`src/rtl/adc_pkg.sv`:
```
// rtl/adc_pkg.sv - shared types and frame constants for the MCP3204 SPI sampler
package adc_pkg;

   typedef enum logic [2:0] {IDLE, SETUP, SHIFT, HOLD, GAP} state_e;

   localparam int SAMPLE_W           = 12;
   localparam int CMD_BITS           = 5;
   localparam int FIRST_DATA_EDGE    = 7;
   localparam int LAST_EDGE          = 18;
   localparam int SHIFT_HALF_PERIODS = 38;

   // Command word sent MSB first: start, single-ended, D2=0, D1, D0
   function automatic logic [CMD_BITS-1:0] build_cmd(input logic [1:0] ch);
      return {1'b1, 1'b1, 1'b0, ch};
   endfunction

endpackage

```
`src/rtl/adc_sclk_divider.sv`:
```
// rtl/adc_sclk_divider.sv - SCLK half-period divider, held at zero while clr_i is high
module adc_sclk_divider #(
   parameter int CLK_DIV = 250
) (
   input  logic clk_i,
   input  logic rst_ni,
   input  logic clr_i,
   output logic half_tick_o
);

   localparam int CW = $clog2(CLK_DIV);
   localparam logic [CW-1:0] TERM = CW'(CLK_DIV - 1);

   logic [CW-1:0] cnt_q, cnt_d;

   assign half_tick_o = !clr_i && (cnt_q == TERM);

   always_comb begin
      cnt_d = cnt_q + 1'b1;
      if (clr_i || half_tick_o) begin
         cnt_d = '0;
      end
   end

   always_ff @(posedge clk_i or negedge rst_ni) begin
      if (!rst_ni) begin
         cnt_q <= '0;
      end else begin
         cnt_q <= cnt_d;
      end
   end

endmodule

```
`src/rtl/adc_spi_sampler.sv`:
```
// rtl/adc_spi_sampler.sv - MCP3204 SPI frame sequencer; ADC_SPI_SAMPLER_AVG_EN averages groups of 4 frames
module adc_spi_sampler import adc_pkg::*; #(
   parameter int CLK_DIV    = 250,
   parameter int SAMPLE_GAP = 4
) (
   input  logic                clk,
   input  logic                rst,
   input  logic                en,
   input  logic [1:0]          channel,
   input  logic                miso,
   output logic                cs_n,
   output logic                sclk,
   output logic                mosi,
   output logic [SAMPLE_W-1:0] sample,
   output logic                sample_valid,
   output logic                busy
);

   state_e                state_q, state_d;
   logic [5:0]            hp_q, hp_d;
   logic [7:0]            gap_q, gap_d;
   logic                  sclk_q, sclk_d;
   logic                  mosi_q, mosi_d;
   logic [CMD_BITS-1:0]   cmd_q, cmd_d;
   logic [SAMPLE_W-1:0]   shreg_q, shreg_d;
   logic [SAMPLE_W-1:0]   sample_q, sample_d;
   logic                  valid_q, valid_d;
   logic                  half_tick;
   logic [5:0]            next_hp;

`ifdef ADC_SPI_SAMPLER_AVG_EN
   logic [SAMPLE_W+1:0]   acc_q, acc_d;
   logic [1:0]            grp_q, grp_d;
   logic [SAMPLE_W+1:0]   avg_sum;
   assign avg_sum = acc_q + {2'b00, shreg_q};
`endif

   adc_sclk_divider #(.CLK_DIV(CLK_DIV)) u_div (
      .clk_i       (clk),
      .rst_ni      (rst),
      .clr_i       (state_q == IDLE),
      .half_tick_o (half_tick)
   );

   assign next_hp = hp_q + 6'd1;

   always_comb begin
      state_d  = state_q;
      hp_d     = hp_q;
      gap_d    = gap_q;
      sclk_d   = sclk_q;
      mosi_d   = mosi_q;
      cmd_d    = cmd_q;
      shreg_d  = shreg_q;
      sample_d = sample_q;
      valid_d  = 1'b0;
`ifdef ADC_SPI_SAMPLER_AVG_EN
      acc_d    = acc_q;
      grp_d    = grp_q;
`endif
      case (state_q)
         IDLE: begin
`ifdef ADC_SPI_SAMPLER_AVG_EN
            acc_d = '0;
            grp_d = '0;
`endif
            if (en) begin
               state_d = SETUP;
               cmd_d   = build_cmd(channel);
               mosi_d  = 1'b1;
               sclk_d  = 1'b0;
            end
         end
         SETUP: begin
            if (half_tick) begin
               state_d = SHIFT;
               hp_d    = '0;
               sclk_d  = 1'b1;
            end
         end
         SHIFT: begin
            if (half_tick) begin
               if (hp_q == 6'(SHIFT_HALF_PERIODS - 1)) begin
                  state_d = HOLD;
                  sclk_d  = 1'b0;
               end else begin
                  hp_d   = next_hp;
                  sclk_d = ~sclk_q;
                  if (!next_hp[0]) begin
                     if (next_hp[5:1] >= 5'(FIRST_DATA_EDGE) && next_hp[5:1] <= 5'(LAST_EDGE)) begin
                        shreg_d = {shreg_q[SAMPLE_W-2:0], miso};
                     end
                  end else begin
                     // Command shifts out on falling edges; zeros fill in once it is exhausted
                     mosi_d = cmd_q[CMD_BITS-2];
                     cmd_d  = {cmd_q[CMD_BITS-2:0], 1'b0};
                  end
               end
            end
         end
         HOLD: begin
            if (half_tick) begin
               state_d = GAP;
               gap_d   = '0;
               sclk_d  = 1'b0;
`ifdef ADC_SPI_SAMPLER_AVG_EN
               if (grp_q == 2'd3) begin
                  sample_d = avg_sum[SAMPLE_W+1:2];
                  valid_d  = 1'b1;
                  acc_d    = '0;
                  grp_d    = '0;
               end else begin
                  acc_d = avg_sum;
                  grp_d = grp_q + 2'd1;
               end
`else
               sample_d = shreg_q;
               valid_d  = 1'b1;
`endif
            end
         end
         GAP: begin
            if (half_tick) begin
               if (gap_q == 8'(SAMPLE_GAP - 1)) begin
                  if (en) begin
                     state_d = SETUP;
                     cmd_d   = build_cmd(channel);
                     mosi_d  = 1'b1;
                  end else begin
                     state_d = IDLE;
                  end
               end else begin
                  gap_d = gap_q + 8'd1;
               end
            end
         end
         default: state_d = IDLE;
      endcase
   end

   always_ff @(posedge clk or negedge rst) begin
      if (!rst) begin
         state_q  <= IDLE;
         hp_q     <= '0;
         gap_q    <= '0;
         sclk_q   <= 1'b0;
         mosi_q   <= 1'b0;
         cmd_q    <= '0;
         shreg_q  <= '0;
         sample_q <= '0;
         valid_q  <= 1'b0;
`ifdef ADC_SPI_SAMPLER_AVG_EN
         acc_q    <= '0;
         grp_q    <= '0;
`endif
      end else begin
         state_q  <= state_d;
         hp_q     <= hp_d;
         gap_q    <= gap_d;
         sclk_q   <= sclk_d;
         mosi_q   <= mosi_d;
         cmd_q    <= cmd_d;
         shreg_q  <= shreg_d;
         sample_q <= sample_d;
         valid_q  <= valid_d;
`ifdef ADC_SPI_SAMPLER_AVG_EN
         acc_q    <= acc_d;
         grp_q    <= grp_d;
`endif
      end
   end

   // Decoded from state so an asynchronous reset releases the ADC at once
   assign busy         = (state_q == SETUP) || (state_q == SHIFT) || (state_q == HOLD);
   assign cs_n         = !busy;
   assign sclk         = sclk_q;
   assign mosi         = mosi_q;
   assign sample       = sample_q;
   assign sample_valid = valid_q;

endmodule

```
`config.mk`:
```
export PLATFORM = sky130hd
export DESIGN_NAME = adc_spi_sampler
export DESIGN_NICKNAME = d
export VERILOG_FILES = /design/src/rtl/adc_pkg.sv /design/src/rtl/adc_sclk_divider.sv /design/src/rtl/adc_spi_sampler.sv
export SDC_FILE = /design/constraint.sdc
export NUM_CORES = 1
export LEC_CHECK = 0
export ABC_AREA = 0
export CAP_MARGIN = 0
export CORE_MARGIN = 2
export CORE_UTILIZATION = 50
export CTS_CLUSTER_SIZE = 40
export DETAILED_ROUTE_END_ITERATION = 16
export HOLD_SLACK_MARGIN = 0.15
export PLACE_DENSITY = 0.78
export SYNTH_ARGS = -nofsm -noshare
export SYNTH_HDL_FRONTEND = slang
export SYNTH_HIERARCHICAL = 1
export SYNTH_SLANG_ARGS = --single-unit
```
`constraint.sdc`:
```
create_clock -name clk -period 8.5 [get_ports clk]
set_input_delay 1.275 -clock clk [delete_from_list [all_inputs] [get_ports clk]]
set_output_delay 1.275 -clock clk [all_outputs]
set_load 0.05 [all_outputs]
```
==> flow_metrics.py, run 1 <==
metrics = {
    "setup_path": {
        "cpMostUsedCell": "inv_1",
        "crit_path_start_kind": "flip-flop",
        "cp-end-kind": "flip-flop",
        "path_cells": "inv_1, ha_1, nand4b_1, nor4_1, inv_1, nor2_2, nand2_4, a2111oi_4, mux2_2",
        "arrival_ps": 3800,
        "critical_path_class": "reg -> reg",
        "cp_slowest_cell": "a2111oi_4",
        "r2r_slack_ps": 4920,
        "path_max_fanout": 12,
        "cp.required_ps": 8710,
        "cpPeakStageDelay_ps": 1000,
        "ff2ff_path_depth": 9,
    },
    "floorplanning": {
        "core-area_sq_mm": 0.00544,
        "fp.dieH_um": 78.5,
        "rows": 27,
        "die_area_sq_mm": 0.00617,
        "start_util_pct": 51.1,
        "io-pin-count": 23,
        "die_w_um": 78.5,
    },
    "clocking": {
        "cts-hold-fix-buffers": 0,
        "cts.sinks": 56,
        "cts_tree": "built",
        "cts_root_buf": "clkbuf_8",
        "cts_buffer_depth": 2,
        "cts_resized": 0,
        "clk_pin_slew_worst_paths_ps": 100,
        "cts_buffers": 5,
        "insertion_delay_ps": 320,
        "htreeDepth": 2,
        "cts_setup_buffers": 0,
    },
    "grt": {
        "grt_pass1_wl_mm": 9.18,
        "grt_pass1_vias": 1956,
        "grt_max_degree": 57,
        "antenna_found_initial": 0,
        "overflow": 0,
        "grt_use_total_pct": 18.9,
    },
    "power": {
        "total_power_uw": 543,
        "p_clk_share_pct": 33.2,
        "p_leak_nw": 1.47,
        "ir_worst_vdd_uv": 103,
        "p_sw_uw": 145,
        "p_int_uw": 398,
        "p_comb_share_pct": 11.1,
        "p_sw_share_pct": 26.7,
        "powerDensity_mw_per_mm2": 173,
        "p_seq_share_pct": 55.7,
    },
    "cells_and_area": {
        "syn2layout_area_growth_pct": 13.1,
        "antenna_cells": 0,
        "drive_gt1_share_pct": 13.1,
        "fill_cells": 451,
        "fin_nets": 300,
    },
    "min_path": {
        "min_path_cells": 2,
        "hold_path.class": "reg -> reg",
    },
    "drt": {
        "wl_per_cell_um": 14.7,
        "drt-total-wl_mm": 5.34,
        "first_pass_iters": 4,
        "drcViolationCount": 0,
        "drt_iter0_markers": 112,
        "vias": 1994,
        "routed_via_density": 5.51,
        "ant_nets": 0,
    },
    "timing": {
        "period_share_pct": 42.2,
        "grt_setup_unrepaired": "no",
        "finalSetupViolCount": 0,
        "hold_viol": 0,
        "finClkSkew_ps": 7.00,
        "worstMarginPinSlew_ps": 1100,
        "slew_headroom_pct": 26.5,
        "finalSetupTns_ps": 0,
        "layout_min_cycle_time_ps": 3580,
        "drv_slew": 0,
        "fmax_mhz": 279,
    },
    "logic_synthesis": {
        "synth_fp_nets": 279,
        "synth_edf_count": 0,
        "async_flop_share_pct": 100,
        "syn_area_sq_mm": 0.00278,
        "syn_area_per_cell_sq_um": 10.4,
        "seq_area_frac_synth_pct": 50.5,
        "yosys_warnings": 6,
        "synthFlopType": "dfrtp_1",
        "ys_types": 52,
        "synthCells": 268,
        "synth_seq_cells": 56,
    },
    "placed_design": {
        "portBuffers": 22,
        "dp_hpwl_mm": 3.58,
        "gp_congestion": 0.873,
    },
    "run_status": {
        "status": "finished, final reports clean",
    },
    "job": {
        "max-cap-violations": 0,
    },
}
[kinds of logic after synthesis]
group           count (synthesis)  share of synthesized area [%]
xor+xnor                       15                           4.73
buf+inv                        22                           4.05
fa+ha+maj                       6                           2.66
mux                            16                           7.75
simple gates                  116                           20.3
flops                          56                           50.5
compound gates                 37                           10.0
[cell usage after synthesis, drive strengths merged (3+ instances only)]
cell,n,share of area [%]
a21oi,6,1.2
a31oi,4,0.90
and3,5,1.1
buf,4,1.6
clkbuf,5,0.68
dfrtp,56,50
ha,5,2.3
inv,12,1.6
mux2,14,7.0
nand2,56,7.8
nand2b,3,0.68
nand3,6,1.3
nand4,6,1.6
nor2,24,3.5
nor3,3,0.54
o211ai,3,0.81
o21ai,13,2.3
xnor2,6,1.9
xor2,9,2.8
[routing by layer]
| layer | part of all wire [%] | routed length, um | global-route usage [%] |
|---|---|---|---|
| met5 | 0 | 0 | 0 |
| met4 | 2.9 | 153 | 8.60 |
| met3 | 3.6 | 192 | 4.14 |
| met2 | 47 | 2510 | 30.1 |
| met1 | 46 | 2480 | 24.8 |
[power groups by stage]
stage          sequential [mW]  combinational [mW]  clock (mW)
2_1_floorplan            0.308              0.0376           0
3_3_place_gp             0.306              0.0585           0
3_5_place_dp             0.308              0.0614           0
4_1_cts                  0.302              0.0614       0.183
5_1_grt                  0.306              0.0682       0.194
6_report                 0.302              0.0603       0.180
[critical path: cells and delay by family, from the launching register on]
family                     cells  cell delay (ps)
adders and majority gates      1              150
and+or+nand+nor                4             1210
DFF                            1              420
buffers and inverters          2              260
AOI/OAI and AO/OA              1             1000
muxes                          1              420
[state kept, by name (all words and copies together) (netlist names)]
signal,flops
u_div/cnt_q,8
gap_q,8
mosi,1
hp_q,6
sclk,1
state_q,3
sample,12
sample_valid,1
shreg_q,12
cmd_q,4
[layout by cell type, fill, tap and decap left out, drive strengths merged, types with 3 or more instances in the layout]
cell / count
nand4: 6
a21oi: 6
nand3: 6
clkbuf: 5
o21ai: 13
a31oi: 4
ha: 5
xor2: 9
nor2: 24
mux2: 14
o211ai: 3
and3: 5
inv: 13
nor3: 3
nand2: 56
xnor2: 6
nand2b: 3
clkdlybuf4s50: 21
dfrtp: 56
[worst paths after layout]
check,endpoint,startpoint
hold reg to reg,sample[3],sample[3]
min in group asynchronous,sample[10],rst
max in group asynchronous,hp_q[1],rst
hold / removal,sample[3],sample[3]
setup reg to reg,shreg_q[3],u_div/cnt_q[1]
setup / recovery,shreg_q[3],u_div/cnt_q[1]
[metrics by stage]
stage / setup WS (ps) / hold WS, ps / instance area, sq um / std cells / util, %
after global placement: 5180 / 462 / 3030 / 354 / 55.6
after global routing: 4650 / 517 / 3140 / 362 / 57.8
after detailed placement: 5010 / 462 / 3030 / 354 / 55.6
final: 4920 / 489 / 3140 / 362 / 57.8
after CTS: 4960 / 496 / 3140 / 362 / 57.8
after floorplan: 5420 / 439 / 2780 / 268 / -
[layout make-up]
class	count	area, sq um	share of cell area [%]
clock inverter	3	46.3	1.47
tap	72	90.1	2.87
timing repair buffer	23	223	7.09
clock buffer	5	68.8	2.19
inverter	13	48.8	1.55
sequential	56	1400	44.6
multi-input combinational	190	1260	40.2
Power figures use the tool's default switching activity.
==> run 2, diff against run 1 <==
PLACE_DENSITY = 0.81   (was 0.78)
clock period = 3.1 ns   (was 8.5 ns; I/O delays follow)
==> flow_metrics.py, run 2 (synthesized netlist as in run 1, its figures left out) <==
metrics = {
    "power": {
        "p_sw_uw": 371,
        "p_sw_share_pct": 26.5,
        "p_clk_share_pct": 29.3,
        "powerDensity_mw_per_mm2": 445,
        "ir_worst_vdd_uv": 248,
        "p_comb_share_pct": 11.7,
        "total_power_mw": 1.40,
        "p_int_mw": 1.03,
        "p_leak_nw": 1.48,
        "p_seq_share_pct": 59.1,
    },
    "placed_design": {
        "portBuffers": 22,
        "gp_congestion": 0.828,
        "dp_hpwl_mm": 3.47,
        "placed_area_sq_mm": 0.00306,
    },
    "clocking": {
        "cts_setup_buffers": 0,
        "cts_root_buf": "clkbuf_8",
        "cts_tree": "built",
        "cts-hold-fix-buffers": 0,
        "cts_buffers": 5,
        "clk_pin_slew_worst_paths_ps": 90,
        "htreeDepth": 2,
        "cts.sinks": 56,
        "cts_buffer_depth": 2,
        "insertion_delay_ps": 310,
        "cts_resized": 0,
    },
    "drt": {
        "vias": 1956,
        "drt_iter0_markers": 114,
        "drcViolationCount": 0,
        "ant_nets": 0,
        "routed_via_density": 5.34,
        "first_pass_iters": 4,
        "wl_per_cell_um": 13.4,
        "drt-total-wl_mm": 4.91,
    },
    "floorplanning": {
        "start_util_pct": 51.1,
        "fp.dieH_um": 78.5,
        "die_area_sq_mm": 0.00617,
        "core-area_sq_mm": 0.00544,
        "die_w_um": 78.5,
        "rows": 27,
        "io-pin-count": 23,
    },
    "grt": {
        "grt_use_total_pct": 17.4,
        "use_met2_pct": 26.6,
        "grt_max_degree": 43,
        "grt_pass1_vias": 1845,
        "overflow": 0,
        "grt_pass1_wl_mm": 8.50,
        "use_met1_pct": 24.3,
        "busiest_layer": "met2",
        "antenna_found_initial": 0,
        "gr-usage-met3_pct": 3.79,
    },
    "cells_and_area": {
        "antenna_cells": 0,
        "drive_gt1_share_pct": 13.9,
        "stdcell_area_sq_mm": 0.00315,
        "multi_input_area_sq_mm": 0.00126,
        "syn2layout_area_growth_pct": 13.4,
        "register_area_sq_mm": 0.00140,
        "fin_nets": 304,
        "layout_common_cells": "dfrtp_1, nand2_1, nor2_1, clkdlybuf4s50_1, o21ai_0",
        "layout_commonest_cell": "dfrtp_1",
        "fill_cells": 469,
    },
    "setup_path": {
        "cp-end-kind": "flip-flop",
        "cp.required_ps": 3290,
        "arrival_ps": 3000,
        "crit_path_start_kind": "flip-flop",
        "critical_path_class": "reg -> reg",
        "path_max_fanout": 12,
    },
    "job": {
        "max-cap-violations": 0,
    },
    "timing": {
        "holdWs_ps": 272,
        "finalSetupTns_ps": 0,
        "period_share_pct": 90.6,
        "layout_min_cycle_time_ps": 2810,
        "fmax_mhz": 356,
        "finalSetupViolCount": 0,
        "drv_slew": 0,
        "finClkSkew_ps": 4.49,
        "worstMarginPinSlew_ps": 898,
        "hold_viol": 0,
        "grt_setup_unrepaired": "no",
        "slew_headroom_pct": 40.2,
    },
    "min_path": {
        "hold_path.class": "in -> async",
    },
    "run_status": {
        "status": "finished, final reports clean",
    },
}
run 2: changes by cell type in the layout (fill, tap and decap cells not counted), sizes merged:
cell and change:
buf +4, bufinv -1, inv -1, clkbuf +2
run 2: path summary, 6_finish.rpt:
check                               start            to  slack, ps  depth (start not counted)
hold reg to reg                 sample[8]     sample[8]        490                          2
hold / removal                        rst  sample_valid        270                          1
setup reg to reg           u_div/cnt_q[1]    shreg_q[4]        290                         10
setup / recovery           u_div/cnt_q[1]    shreg_q[4]        290                         10
max in group asynchronous             rst     sample[2]       2160                          2
min in group clk                sample[8]     sample[8]        490                          2
run 2: power by group through the flow:
stage | sequential (mW) | combinational (mW) | clock, mW
4_1_cts | 0.829 | 0.167 | 0.420
3_3_place_gp | 0.839 | 0.162 | 0
5_1_grt | 0.838 | 0.184 | 0.453
2_1_floorplan | 0.844 | 0.103 | 0
6_report | 0.828 | 0.163 | 0.410
3_5_place_dp | 0.844 | 0.166 | 0
run 2: area by class of cell:
class                      count  share of cell area (%)
sequential                    56                    44.5
multi-input combinational    190                    40.1
timing repair buffer          27                    8.02
tap                           72                    2.86
clock buffer                   7                    2.74
inverter                      13                    1.55
clock inverter                 1                   0.238
run 2: layer usage:
metal / up-vias / share of wire (%)
met4: 0 / 0.82
met5: - / 0
li1: 958 / -
met1: 961 / 49
met2: 33 / 46
met3: 4 / 4.0
run 2: metrics by stage:
step,setup slack [ps],utilization [%],instances
2_1_floorplan,337,-,268
3_3_place_gp,427,56.2,358
3_5_place_dp,314,56.2,358
4_1_cts,285,57.9,366
5_1_grt,24.4,57.9,366
6_report,292,57.9,366
run 2: critical path, stage by stage (launching register included):
cell and delay, ps:
dfrtp_1 420, inv_1 70, ha_1 150, nand4b_1 150, nor4_1 340, inv_1 140, nor2_2 280, nand2_4 130
a2111oi_4 350, buf_4 300, mux2_2 370
